<file path="config.mk">
export PLATFORM = sky130hd
export DESIGN_NAME = rv32i_fetch_queue
export DESIGN_NICKNAME = d
export VERILOG_FILES = /design/src/rtl/rv32i_pkg.sv /design/src/rtl/rv32i_fq_storage.sv /design/src/rtl/rv32i_fetch_queue.sv
export SDC_FILE = /design/constraint.sdc
export NUM_CORES = 1
export LEC_CHECK = 0
export ABC_AREA = 1
export CORE_UTILIZATION = 50
export DETAILED_ROUTE_END_ITERATION = 6
export PLACE_DENSITY_LB_ADDON = 0.25
export SLEW_MARGIN = 10
export SYNTH_ARGS = -nofsm -noshare
export SYNTH_HDL_FRONTEND = slang
export SYNTH_HIERARCHICAL = 1
export SYNTH_SLANG_ARGS = --single-unit
</file>
<file path="constraint.sdc">
create_clock -name clk -period 7.7 [get_ports clk]
set_clock_uncertainty 0.1 [all_clocks]
set_input_delay 1.54 -clock clk [delete_from_list [all_inputs] [get_ports clk]]
set_output_delay 1.54 -clock clk [all_outputs]
set_load 0.02 [all_outputs]
</file>
<file path="src/rtl/rv32i_pkg.sv">
// rv32i_pkg: shared widths, constants and types for the rv32i pipeline.
// Provides the canonical NOP encoding and the fetch-queue entry layout.
package rv32i_pkg;

  // Datapath width for PCs and instruction words
  localparam int DPW = 32;

  // ADDI x0, x0, 0 -- the architectural NOP used for pipeline bubbles
  localparam logic [DPW-1:0] NOP_INSTR = 32'h0000_0013;

  // One buffered fetch result: the PC and the instruction fetched from it
  typedef struct packed {
    logic [DPW-1:0] pc;
    logic [DPW-1:0] instr;
  } fq_entry_t;

  // Advance a circular-buffer pointer; wraps naturally at the pointer width
  function automatic logic [7:0] fq_ptr_inc(input logic [7:0] ptr);
    return ptr + 8'd1;
  endfunction

endpackage

</file>
<file path="src/rtl/rv32i_fq_storage.sv">
// rv32i_fq_storage: DEPTH-entry register array for the fetch queue.
// One synchronous write port and one asynchronous read port. The array
// carries no reset: validity is tracked by the owner's pointers and count.
import rv32i_pkg::*;

module rv32i_fq_storage #(
  parameter int DEPTH = 4
) (
  input  logic                     clk,
  input  logic                     we,
  input  logic [$clog2(DEPTH)-1:0] waddr,
  input  fq_entry_t                wdata,
  input  logic [$clog2(DEPTH)-1:0] raddr,
  output fq_entry_t                rdata
);

  fq_entry_t mem_q [DEPTH];

  // Capture the offered entry into the addressed slot
  always_ff @(posedge clk) begin
    if (we) begin
      mem_q[waddr] <= wdata;
    end
  end

  // Head entry is visible combinationally so decode sees it without delay
  assign rdata = mem_q[raddr];

endmodule

</file>
<file path="src/rtl/rv32i_fetch_queue.sv">
// rv32i_fetch_queue: instruction buffer between fetch and decode.
// Holds up to DEPTH {pc, instr} pairs, drops everything on a redirect
// (flush_i) and shows a NOP bubble to decode whenever nothing is valid.
// Optional same-cycle enq->deq bypass when empty: define RV_FQ_BYPASS_EN.
import rv32i_pkg::*;

module rv32i_fetch_queue #(
  parameter int DEPTH = 4,
  parameter int DPW   = rv32i_pkg::DPW
) (
  input  logic                       clk,
  input  logic                       arst_n,
  input  logic                       flush_i,
  input  logic                       enq_valid,
  output logic                       enq_ready,
  input  logic [DPW-1:0]             enq_pc,
  input  logic [DPW-1:0]             enq_instr,
  output logic                       deq_valid,
  input  logic                       deq_ready,
  output logic [DPW-1:0]             deq_pc,
  output logic [DPW-1:0]             deq_instr,
  output logic [$clog2(DEPTH+1)-1:0] count,
  output logic                       empty,
  output logic                       full
);

  localparam int PW = $clog2(DEPTH);
  localparam int CW = $clog2(DEPTH+1);

  logic [PW-1:0] rd_ptr_q, rd_ptr_d;
  logic [PW-1:0] wr_ptr_q, wr_ptr_d;
  logic [CW-1:0] count_q,  count_d;

  logic      push;
  logic      pop;
  logic      bypass;
  logic      head_valid;
  fq_entry_t wr_entry;
  fq_entry_t rd_entry;

  assign empty     = (count_q == '0);
  assign full      = (count_q == CW'(DEPTH));
  assign count     = count_q;

  // Ready depends only on occupancy, never on deq_ready, so no comb path
  // runs from decode back to fetch; a full queue refuses even while popping.
  assign enq_ready = !full;

  // A stored head is only offered when no redirect is in flight
  assign head_valid = !empty && !flush_i;

`ifdef RV_FQ_BYPASS_EN
  // Empty queue and decode ready: hand the fetch result straight through
  assign bypass = empty && enq_valid && deq_ready && !flush_i;
`else
  assign bypass = 1'b0;
`endif

  // A bypassed entry is consumed in flight and never written
  assign push = enq_valid && enq_ready && !flush_i && !bypass;
  assign pop  = head_valid && deq_ready;

  assign wr_entry.pc    = enq_pc;
  assign wr_entry.instr = enq_instr;

  rv32i_fq_storage #(
    .DEPTH (DEPTH)
  ) u_storage (
    .clk   (clk),
    .we    (push),
    .waddr (wr_ptr_q),
    .wdata (wr_entry),
    .raddr (rd_ptr_q),
    .rdata (rd_entry)
  );

  // Decode-side view: bypass entry, stored head, or a NOP bubble
  always_comb begin
    deq_valid = 1'b0;
    deq_pc    = '0;
    deq_instr = NOP_INSTR;
    if (bypass) begin
      deq_valid = 1'b1;
      deq_pc    = enq_pc;
      deq_instr = enq_instr;
    end else if (head_valid) begin
      deq_valid = 1'b1;
      deq_pc    = rd_entry.pc;
      deq_instr = rd_entry.instr;
    end
  end

  // Next-state for pointers and occupancy; a redirect overrides everything
  always_comb begin
    rd_ptr_d = rd_ptr_q;
    wr_ptr_d = wr_ptr_q;
    count_d  = count_q;
    if (flush_i) begin
      rd_ptr_d = '0;
      wr_ptr_d = '0;
      count_d  = '0;
    end else begin
      if (push) begin
        wr_ptr_d = wr_ptr_q + PW'(1);
      end
      if (pop) begin
        rd_ptr_d = rd_ptr_q + PW'(1);
      end
      case ({push, pop})
        2'b10:   count_d = count_q + CW'(1);
        2'b01:   count_d = count_q - CW'(1);
        default: count_d = count_q;
      endcase
    end
  end

  // Pointer and count registers; reset clears them immediately
  always_ff @(posedge clk or negedge arst_n) begin
    if (!arst_n) begin
      rd_ptr_q <= '0;
      wr_ptr_q <= '0;
      count_q  <= '0;
    end else begin
      rd_ptr_q <= rd_ptr_d;
      wr_ptr_q <= wr_ptr_d;
      count_q  <= count_d;
    end
  end

endmodule
</file>
==> reports/metrics.csv <==
stage,metric,value,unit
run_status,outcome,"finished, final reports clean",
critical_path,timing.rr.end,u_storage/mem_q[2][29],
timing,rsz0062_at_grt,false,
grt,grt_max_degree,91,
clocking,insertion_delay,0.52,ns
clocking,tritoncts,built,
finish,fin_util,61.88,%
critical_path,r2r.worst_path.cells,7,
min_path,worstHoldPathType,reg -> reg,
detailed_routing,vias_per_cell,4.636,
synth,synth_flop_cell,edfxtp_1,
timing,slew_viol_final,0,
timing,max_clock_freq,185.9,MHz
grt,grt_overflow_total,0,
critical_path,critPathMaxStageDelay,0.81,ns
finish,drive_gt1_share,4.677,%
die,die_area,0.02409,mm^2
power,power_density,260.0,mW/mm^2
critical_path,cpMostUsedCell,nand2_1,
timing,tns,0,ns
clocking,cts-htree-levels,1,
clocking,cts.sinks,263,
critical_path,critPathRequiredTime,6.06,ns
finish,final-seq-area,0.007868,mm^2
detailed_routing,wl_per_cell,13.60,um
synth,ys_types,26,
grt,grt_usage,19.46,%
synth,async_reset_ff_share,2.662,%
timing,timing.final.crit_share,69.85,%
timing,finalSetupViolCount,0,
die,fp.dieH,155.2,um
critical_path,endpoint,deq_instr[0],
detailed_routing,detail_route.drc_violations,0,
power,p_leak,6.462,nW
finish,layout.nets,1398,
synth,synth_largest_area_cell,edfxtp_1,
place,numPlacedInstances,1612,
power,peakVddDrop,0.2076,mV
grt,antenna_found_initial,1,
critical_path,crit_arrival,3.74,ns
critical_path,path_class,reg -> out,
synth,synth.top_cell.area_share,65.49,%
clocking,clkTransAtPathRegs,0.06,ns
clocking,cts_setup_buffers,0,
synth,yosysSeqAreaShare,66.98,%
synth,synth_area,0.01174,mm^2
synth,synth_edf_count,256,
synth,synth_cells,1198,
finish,stdcell_count,1660,
finish,area_growth,20.43,%
critical_path,cp_max_fo,90,
synth,yosysMostFrequentCell,nand2_1,
critical_path,regToRegStartpoint,count[0],
detailed_routing,antenna_left,0,
clocking,cts.root.buffer_cell,clkbuf_16,
finish,n_fill_cell,1872,
grt,grt_pass1_vias,7524,
clocking,cts_hold_buf,0,
clocking,cts_max_path_buffers,3,
detailed_routing,first_iter_violations,375,
synth,ys_ff_latch,263,
finish,multi_input_area,0.002344,mm^2
critical_path,cp-start-kind,flop,
die,coreArea,0.02285,mm^2
critical_path,cp-end-kind,primary output,
critical_path,rrSetupSlack,5.09,ns
timing,finalWorstSetupSlack,2.321,ns
grt,grt_first_pass_wirelength,36.82,mm
detailed_routing,vias,7695,
timing,tightest_slew,1.034,ns
synth,synth_area_leaders,"edfxtp_1 (65%), nand2_1 (11%), inv_1 (11%)",
synth,synth.avg_cell_area,9.799,um^2
critical_path,crit_slowest_cell,inv_4,
finish,n_antenna_cell,0,
clocking,cts-resized-gates,0,
place,dp_hpwl,12.20,mm
synth,synth_warnings,6,
timing,period_needed,5.379,ns
place,gp_congestion,0.7397,
critical_path,path_cells,"inv_4, buf_4, nand2_1, nand3_1, nand2_1, or2_2, clkdlybuf4s50_1",
clocking,cts_buffers,27,
place,pre_cts_slack,2.464,ns
timing,relSlewSlack,31.07,%
run,cap_viol_max_count,0,
die,pin_count,140,
die,fp-row-count,55,
place,io_buffers,139,
critical_path,crit_start,rd_ptr_q[0],
die,floorplan.initialDensity,51.38,%
detailed_routing,routed_wl,22.57,mm
die,die-width,155.2,um
detailed_routing,drt_pass1_iterations,6,
timing,hold_viol,0,
synth,synth_fp_nets,1268,
synth,synth_common_cells,"nand2_1 (337), inv_1 (329), edfxtp_1 (256)",
[cells by family (layout without fill, tap and decap cells)]
group | count (synthesis) | after routing | synth area share (%)
AOI/OAI and AO/OA | 5 | 5 | 0.3304
xor gates and xnor gates | 1 | 1 | 0.07462
adders and majority gates | 1 | 1 | 0.1705
buffers and inverters | 380 | 529 | 13.23
DFF | 263 | 263 | 66.98
and+or+nand+nor | 548 | 548 | 19.22
[where the power goes]
part / internal, mW / switching, mW / leakage, nW
Sequential: 1.63 / 0.0431 / 2.42
Combinational: 0.302 / 0.506 / 3.64
Clock: 0.705 / 0.492 / 0.404
[final cells by class]
cell class	count	area share [%]
clock buffer	39	5.310
clock inverter	9	0.4956
inverter	333	8.877
multi-input combinational	555	16.58
sequential	263	55.65
tap	313	2.770
timing repair buffer	148	10.32
[how the worst min path moves through the flow]
stage	slack, ns	endpoint	startpoint	depth (start not counted)
2_1_floorplan	0.44	wr_ptr_q[1]	wr_ptr_q[1]	2
3_3_place_gp	0.48	wr_ptr_q[1]	wr_ptr_q[1]	2
3_5_place_dp	0.51	count[1]	count[1]	2
4_1_cts	0.52	wr_ptr_q[1]	wr_ptr_q[1]	2
5_1_grt	0.54	wr_ptr_q[1]	wr_ptr_q[1]	2
6_report	0.51	wr_ptr_q[1]	wr_ptr_q[1]	2
[flip-flops by register name (all words and copies together) (netlist names)]
register / cells
count: 3
u_storage/mem_q: 256
rd_ptr_q: 2
wr_ptr_q: 2
[worst max-delay path: cells and delay by family, from the launching register on]
family                 cells  cell delay, ns
buffers and inverters      3            1.86
DFF                        1            0.71
and+or+nand+nor            4            0.55
[metal layers]
| layer | global-route usage [%] | wire, um |
|---|---|---|
| met5 | 0 | 12 |
| met4 | 5.135 | 401 |
| met3 | 3.343 | 1140 |
| met2 | 35.67 | 11450 |
| met1 | 23.70 | 9558 |
[cells in the final DEF (no fill, tap or decap), types with 3 or more instances in the layout]
cell type          n
or2_2              3
nand2_1          337
nand3_1          133
clkbuf_16         27
nor2_1            65
dfrtp_1            5
buf_4              9
clkdlybuf4s50_1  139
clkbuf_1           9
inv_1            329
clkbuf_8           3
clkinv_1           3
edfxtp_1         256
clkinv_2           4
nor3_2             4
[metrics by stage]
stage / instance area, um^2 / hold WS, ns / power, mW
CTS: 14140 / 0.5233 / 3.720
global route: 14140 / 0.5360 / 3.871
finish: 14140 / 0.5146 / 3.676
detailed placement: 13320 / 0.5108 / 2.516
floorplan: 11740 / 0.4369 / 2.237
global placement: 13320 / 0.4813 / 2.498
Note: power is estimated with default switching activity, not from simulation.
